==> src/rtl/router_egress_queue_if.sv <==
// Bundle of flit, credit and status signals between the egress queue and its neighbours.
// The slave modport is the queue's view; master is the surrounding environment.
interface router_egress_queue_if #(
  parameter int DATA_W  = 30,
  parameter int DEPTH   = 4,
  parameter int CREDITS = 4
);
  localparam int CW = $clog2(CREDITS + 1);
  localparam int QW = $clog2(DEPTH + 1);

  logic              in_valid;
  logic              in_ready;
  logic [DATA_W-1:0] in_data;
  logic [2:0]        in_route;
  logic              out_valid;
  logic [DATA_W-1:0] out_data;
  logic              out_prio;
  logic              credit_return;
  logic [QW-1:0]     occupancy;
  logic [CW-1:0]     credits;
  logic [7:0]        drop_count;
  logic              stalled;
  logic              err_credit;

  modport slave (
    input  in_valid, in_data, in_route, credit_return,
    output in_ready, out_valid, out_data, out_prio,
           occupancy, credits, drop_count, stalled, err_credit
  );

  modport master (
    output in_valid, in_data, in_route, credit_return,
    input  in_ready, out_valid, out_data, out_prio,
           occupancy, credits, drop_count, stalled, err_credit
  );
endinterface

==> src/rtl/router_egress_queue.sv <==
// Egress stage behind the route-decision block: drops rejected flits, queues forwarded
// ones and releases them downstream under credit-based flow control.
module router_egress_queue #(
  parameter int DATA_W  = 30,
  parameter int DEPTH   = 4,
  parameter int CREDITS = 4
) (
  input logic                 clk,
  input logic                 rst,
  router_egress_queue_if.slave bus
);
  localparam int CW = $clog2(CREDITS + 1);
  localparam int QW = $clog2(DEPTH + 1);
  localparam int PW = $clog2(DEPTH);
  localparam logic [QW-1:0] DEPTH_Q  = QW'(DEPTH);
  localparam logic [CW-1:0] CRED_MAX = CW'(CREDITS);

  typedef enum logic [1:0] {IDLE, SEND, STALL} state_e;

  state_e          state_q, state_d;
  logic [DATA_W:0] mem_q [DEPTH];
  logic [PW-1:0]   wr_ptr_q, rd_ptr_q;
  logic [QW-1:0]   occ_q, occ_d;
  logic [CW-1:0]   cred_q, cred_d;
  logic [7:0]      drop_q, drop_d;
  logic            err_q, err_d;
  logic            in_ready, accept, enq, drop, xfer;

  assign in_ready = (occ_q < DEPTH_Q);

  always_comb begin
    accept = bus.in_valid & in_ready;
    enq    = accept & bus.in_route[1] & ~bus.in_route[0];
    drop   = accept & ~enq;
    xfer   = (occ_q != '0) & (cred_q != '0);

    occ_d = occ_q;
    if (enq & ~xfer)      occ_d = occ_q + QW'(1);
    else if (~enq & xfer) occ_d = occ_q - QW'(1);

    // A return that would overflow the pool is discarded and flagged.
    cred_d = cred_q;
    err_d  = err_q;
    if (xfer & ~bus.credit_return) begin
      cred_d = cred_q - CW'(1);
    end else if (~xfer & bus.credit_return) begin
      if (cred_q == CRED_MAX) err_d = 1'b1;
      else                    cred_d = cred_q + CW'(1);
    end

    drop_d = drop_q;
    if (drop & (drop_q != 8'hFF)) drop_d = drop_q + 8'd1;

    if (occ_d == '0)       state_d = IDLE;
    else if (cred_d == '0) state_d = STALL;
    else                   state_d = SEND;
  end

  always_ff @(posedge clk) begin
    if (rst) begin
      state_q  <= IDLE;
      occ_q    <= '0;
      cred_q   <= CRED_MAX;
      drop_q   <= '0;
      err_q    <= 1'b0;
      wr_ptr_q <= '0;
      rd_ptr_q <= '0;
      for (int unsigned i = 0; i < DEPTH; i++) mem_q[PW'(i)] <= '0;
    end else begin
      state_q <= state_d;
      occ_q   <= occ_d;
      cred_q  <= cred_d;
      drop_q  <= drop_d;
      err_q   <= err_d;
      if (enq) begin
        mem_q[wr_ptr_q] <= {bus.in_route[2], bus.in_data};
        wr_ptr_q        <= wr_ptr_q + PW'(1);
      end
      if (xfer) rd_ptr_q <= rd_ptr_q + PW'(1);
    end
  end

  assign bus.in_ready   = in_ready;
  assign bus.out_valid  = xfer;
  assign bus.out_data   = mem_q[rd_ptr_q][DATA_W-1:0];
  assign bus.out_prio   = mem_q[rd_ptr_q][DATA_W];
  assign bus.occupancy  = occ_q;
  assign bus.credits    = cred_q;
  assign bus.drop_count = drop_q;
  assign bus.stalled    = (state_q == STALL);
  assign bus.err_credit = err_q;
endmodule

==> src/flat_wrapper.sv <==
// flat-port wrapper written by rule: the top's interface ports become plain ports
module router_egress_queue_flat 
#(
  parameter int DATA_W  = 30,
  parameter int DEPTH   = 4,
  parameter int CREDITS = 4
)
  (clk, rst, bus_in_valid, bus_in_data, bus_in_route, bus_credit_return, bus_in_ready, bus_out_valid, bus_out_data, bus_out_prio, bus_occupancy, bus_credits, bus_drop_count, bus_stalled, bus_err_credit);
  router_egress_queue_if #(.DATA_W(DATA_W), .DEPTH(DEPTH), .CREDITS(CREDITS)) bus_i ();
  input logic clk;
  input logic rst;
  input wire logic [$bits(bus_i.in_valid)-1:0] bus_in_valid;
  input wire logic [$bits(bus_i.in_data)-1:0] bus_in_data;
  input wire logic [$bits(bus_i.in_route)-1:0] bus_in_route;
  input wire logic [$bits(bus_i.credit_return)-1:0] bus_credit_return;
  output wire logic [$bits(bus_i.in_ready)-1:0] bus_in_ready;
  output wire logic [$bits(bus_i.out_valid)-1:0] bus_out_valid;
  output wire logic [$bits(bus_i.out_data)-1:0] bus_out_data;
  output wire logic [$bits(bus_i.out_prio)-1:0] bus_out_prio;
  output wire logic [$bits(bus_i.occupancy)-1:0] bus_occupancy;
  output wire logic [$bits(bus_i.credits)-1:0] bus_credits;
  output wire logic [$bits(bus_i.drop_count)-1:0] bus_drop_count;
  output wire logic [$bits(bus_i.stalled)-1:0] bus_stalled;
  output wire logic [$bits(bus_i.err_credit)-1:0] bus_err_credit;
  assign bus_i.in_valid = bus_in_valid;
  assign bus_i.in_data = bus_in_data;
  assign bus_i.in_route = bus_in_route;
  assign bus_i.credit_return = bus_credit_return;
  assign bus_in_ready = bus_i.in_ready;
  assign bus_out_valid = bus_i.out_valid;
  assign bus_out_data = bus_i.out_data;
  assign bus_out_prio = bus_i.out_prio;
  assign bus_occupancy = bus_i.occupancy;
  assign bus_credits = bus_i.credits;
  assign bus_drop_count = bus_i.drop_count;
  assign bus_stalled = bus_i.stalled;
  assign bus_err_credit = bus_i.err_credit;
  router_egress_queue #(.DATA_W(DATA_W), .DEPTH(DEPTH), .CREDITS(CREDITS)) u_core (.clk(clk), .rst(rst), .bus(bus_i));
endmodule
==> config.mk <==
export PLATFORM = sky130hd
export DESIGN_NAME = router_egress_queue_flat
export DESIGN_NICKNAME = d
export VERILOG_FILES = /design/src/rtl/router_egress_queue_if.sv /design/src/rtl/router_egress_queue.sv /design/src/flat_wrapper.sv
export SDC_FILE = /design/constraint.sdc
export NUM_CORES = 1
export LEC_CHECK = 0
export BUFFER_PORTS_ARGS = -buffer_cell sky130_fd_sc_hd__buf_4
export CAP_MARGIN = 10
export CORE_MARGIN = 3
export CORE_UTILIZATION = 29
export DETAILED_ROUTE_END_ITERATION = 10
export PLACE_DENSITY = 0.52
export SLEW_MARGIN = 20
export SYNTH_ARGS = -nofsm -noshare
export SYNTH_HDL_FRONTEND = slang
export SYNTH_SLANG_ARGS = --single-unit
export TNS_END_PERCENT = 30
==> constraint.sdc <==
create_clock -name clk -period 4.4 [get_ports clk]
set_input_delay 0.66 -clock clk [delete_from_list [all_inputs] [get_ports clk]]
set_output_delay 0.66 -clock clk [all_outputs]
set_load 0.1 [all_outputs]
==> results.yml <==
worst_setup_path:
  reg2reg_to: "u_core.mem_q[0][24]$_SDFFCE_PN0P_"
  setup.worst_path.end: "bus_out_data[29]"
  crit_top_cell: "buf_4"
  worst-r2r-setup-slack_ns: 1.52
  r2r_cells: 5
  required_ns: 3.74
  slowest_stage: "dfxtp_2"
  worstPathCellList: "buf_4 -> mux4_2 -> buf_4"
  path_class: "register to output port"
  start_kind: "register"
  cp-end-kind: "output port"
  r2r_start: "u_core.bus.occupancy[2]$_SDFF_PP0_"
  cp.arrival_ns: 2.41
  slowest_delay_ns: 0.69
  crit_path_max_fanout: 17
placed_design:
  port_buffers: 85
  gp_congestion: 0.755
  dpl.hpwl_um: 9070
  detailedPlace.worstSlack_ns: 1.12
synthesis:
  synth_cells: 480
  synth_top_flop_cell: "edfxtp_1"
  synth-seq-area-share_pct: 64.8
  synth.ff_latch_count: 147
  netlist-cell-type-count: 48
  async_flop_share_pct: 0
  yosysWarnings: 0
  syn_area_per_cell_um2: 13.4
  synth_area_mm2: 0.00645
  syn_nets: 524
  synth_enable_flop_cells: 124
floorplanning:
  core_area_mm2: 0.0214
  chipHeight_um: 155
  die-width_um: 155
  row_count: 53
  initial_core_util_pct: 30.1
  ios: 86
  die_area_mm2: 0.0241
clock_tree:
  htreeDepth: 4
  clk_pin_slew_worst_paths_ns: 0.06
  cts_buffers: 17
  cts_resized: 0
  ctsRootBufferMaster: "clkbuf_16"
  numClockSinks: 147
  clock_latency_ns: 0.42
  cts_tree: "yes"
  cts_setup_buffers: 0
  cts_hold_buf: 0
  cts_buffer_depth: 2
sta:
  max_freq_mhz: 326
  fin_skew_ns: 0.0105
  rsz0062_at_grt: "false"
  final_max_slew_viol_count: 0
  finalSetupTns_ns: 0
  relSlewSlack_pct: 31.2
  finalHoldViolCount: 0
  fin_ws_ns: 1.33
  worst_pin_slew_ns: 1.03
  setup_viol: 0
  fin_crit_sh_pct: 69.7
  min_period_ns: 3.07
route:
  vias: 3996
  post_drt_wl_per_cell_um: 17.4
  drtPass1Iterations: 4
  viasPerCell: 4.68
  ant_nets: 0
  drc: 0
  wl_um: 14800
  drt_iter0_drc: 227
finish:
  fillers: 2057
  diodes: 0
  area_delta_synth_final_pct: 23.7
  final_common_cell: "edfxtp_1"
  multi_input_area_mm2: 0.00201
  final_cell_mix: "edfxtp_1 (124), buf_4 (90), nor2_1 (79)"
  drive_above_1_share_pct: 28.0
  register_area_mm2: 0.00419
  fin_nets: 609
grt:
  first_global_vias: 4178
  antenna_found_initial: 0
  grt_first_pass_wirelength_um: 23300
  grt.overflow.total: 0
  grt_max_degree: 33
  grt_usage_pct: 12.9
pwr:
  powerDensity_mw_per_mm2: 675
  p_leak_nw: 3.13
  peakVddDrop_uv: 358
min_path:
  hp-class: "register to register"
status:
  run_status: "finished clean"
job:
  maxCapViolCount: 0
-- worst max-delay path, delay by kind of cell, from the launching register on --
family	cells	cell delay [ns]
DFF	1	0.69
buffers and inverters	2	0.71
muxes	1	0.59
-- metrics by stage --
stage	instances	utilization, %	power (mW)	area (um2)	hold slack [ns]
2_1_floorplan	480	-	3.56	6450	0.485
3_3_place_gp	820	34.4	3.99	7370	0.470
3_5_place_dp	821	34.6	4.02	7400	0.468
4_1_cts	853	37.3	5.44	7980	0.485
5_1_grt	853	37.3	5.62	7980	0.513
6_report	853	37.3	5.39	7980	0.483
-- Yosys cell counts, types with 2 or more instances --
cell | number | area [um2]
edfxtp_1 | 124 | 3720
nand4_1 | 3 | 18.8
nand3_1 | 5 | 25.0
dfxtp_1 | 23 | 460
o21ai_0 | 4 | 20.0
and3_1 | 2 | 12.5
nor3_1 | 3 | 15.0
a31oi_1 | 4 | 25.0
o21ai_1 | 4 | 20.0
mux2i_1 | 2 | 20.0
xnor2_1 | 9 | 78.8
buf_2 | 9 | 45.0
ha_1 | 7 | 87.6
nor2b_1 | 3 | 18.8
o211ai_1 | 2 | 15.0
nor2_1 | 79 | 297
inv_1 | 40 | 150
nand2b_1 | 3 | 18.8
buf_4 | 2 | 15.0
mux4_2 | 31 | 698
or2_1 | 3 | 18.8
nand2_1 | 45 | 169
clkbuf_1 | 13 | 48.8
and2_1 | 33 | 206
xor2_1 | 4 | 35.0
-- registers in the layout, summed over array words and instances, names as in the netlist, named ones only --
signal,cells
u_core.wr_ptr_q,2
u_core.bus.credits,3
u_core.bus.occupancy,3
u_core.state_q,2
u_core.rd_ptr_q,2
u_core.bus.drop_count,8
u_core.mem_q,124
u_core.bus.err_credit,1
-- area by class of cell --
cell class,count,area share [%]
Clock buffer,18,5.38
Clock inverter,14,1.87
Inverter,41,1.93
Multi-Input combinational cell,267,25.2
Sequential cell,147,52.5
Tap cell,275,4.31
Timing Repair Buffer,91,8.81
-- how the worst min path moves through the flow --
stage          cells after the start                                  start                                    end
6_report                           2     u_core.bus.err_credit$_SDFFE_PP0P_     u_core.bus.err_credit$_SDFFE_PP0P_
5_1_grt                            2                        bus_in_data[21]      u_core.mem_q[0][21]$_SDFFCE_PN0P_
2_1_floorplan                      2        u_core.rd_ptr_q[1]$_SDFFE_PP0P_                               register
3_5_place_dp                       2     u_core.bus.err_credit$_SDFFE_PP0P_     u_core.bus.err_credit$_SDFFE_PP0P_
3_3_place_gp                       2     u_core.bus.err_credit$_SDFFE_PP0P_     u_core.bus.err_credit$_SDFFE_PP0P_
4_1_cts                            2  u_core.bus.drop_count[7]$_SDFFE_PP0P_  u_core.bus.drop_count[7]$_SDFFE_PP0P_
-- per-layer routing --
layer  GRT usage (%)  wire [um]  part of all wire [%]
met1            15.2       5980                    40
met2            22.4       7640                    52
met3            4.14       1050                   7.1
met4            3.78        142                  0.96
met5               0          0                     0
-- logic make-up (layout without fill, tap and decap cells) --
group           Yosys count  count (layout)  share of synthesized area, %
flops                   147             147                          64.8
buf+inv                  66             164                          4.25
compound gates           28              28                          3.06
simple gates            185             185                          13.4
mux                      34              34                          11.3
xor+xnor                 13              13                          1.76
fa+ha+maj                 7               7                          1.36
-- power by group --
group	switching [mW]	internal, mW	total (mW)
registers	0.151	1.62	1.77
clock network	0.587	0.841	1.43
logic	1.61	0.587	2.19
No activity file was read; power rests on OpenSTA's default activity.
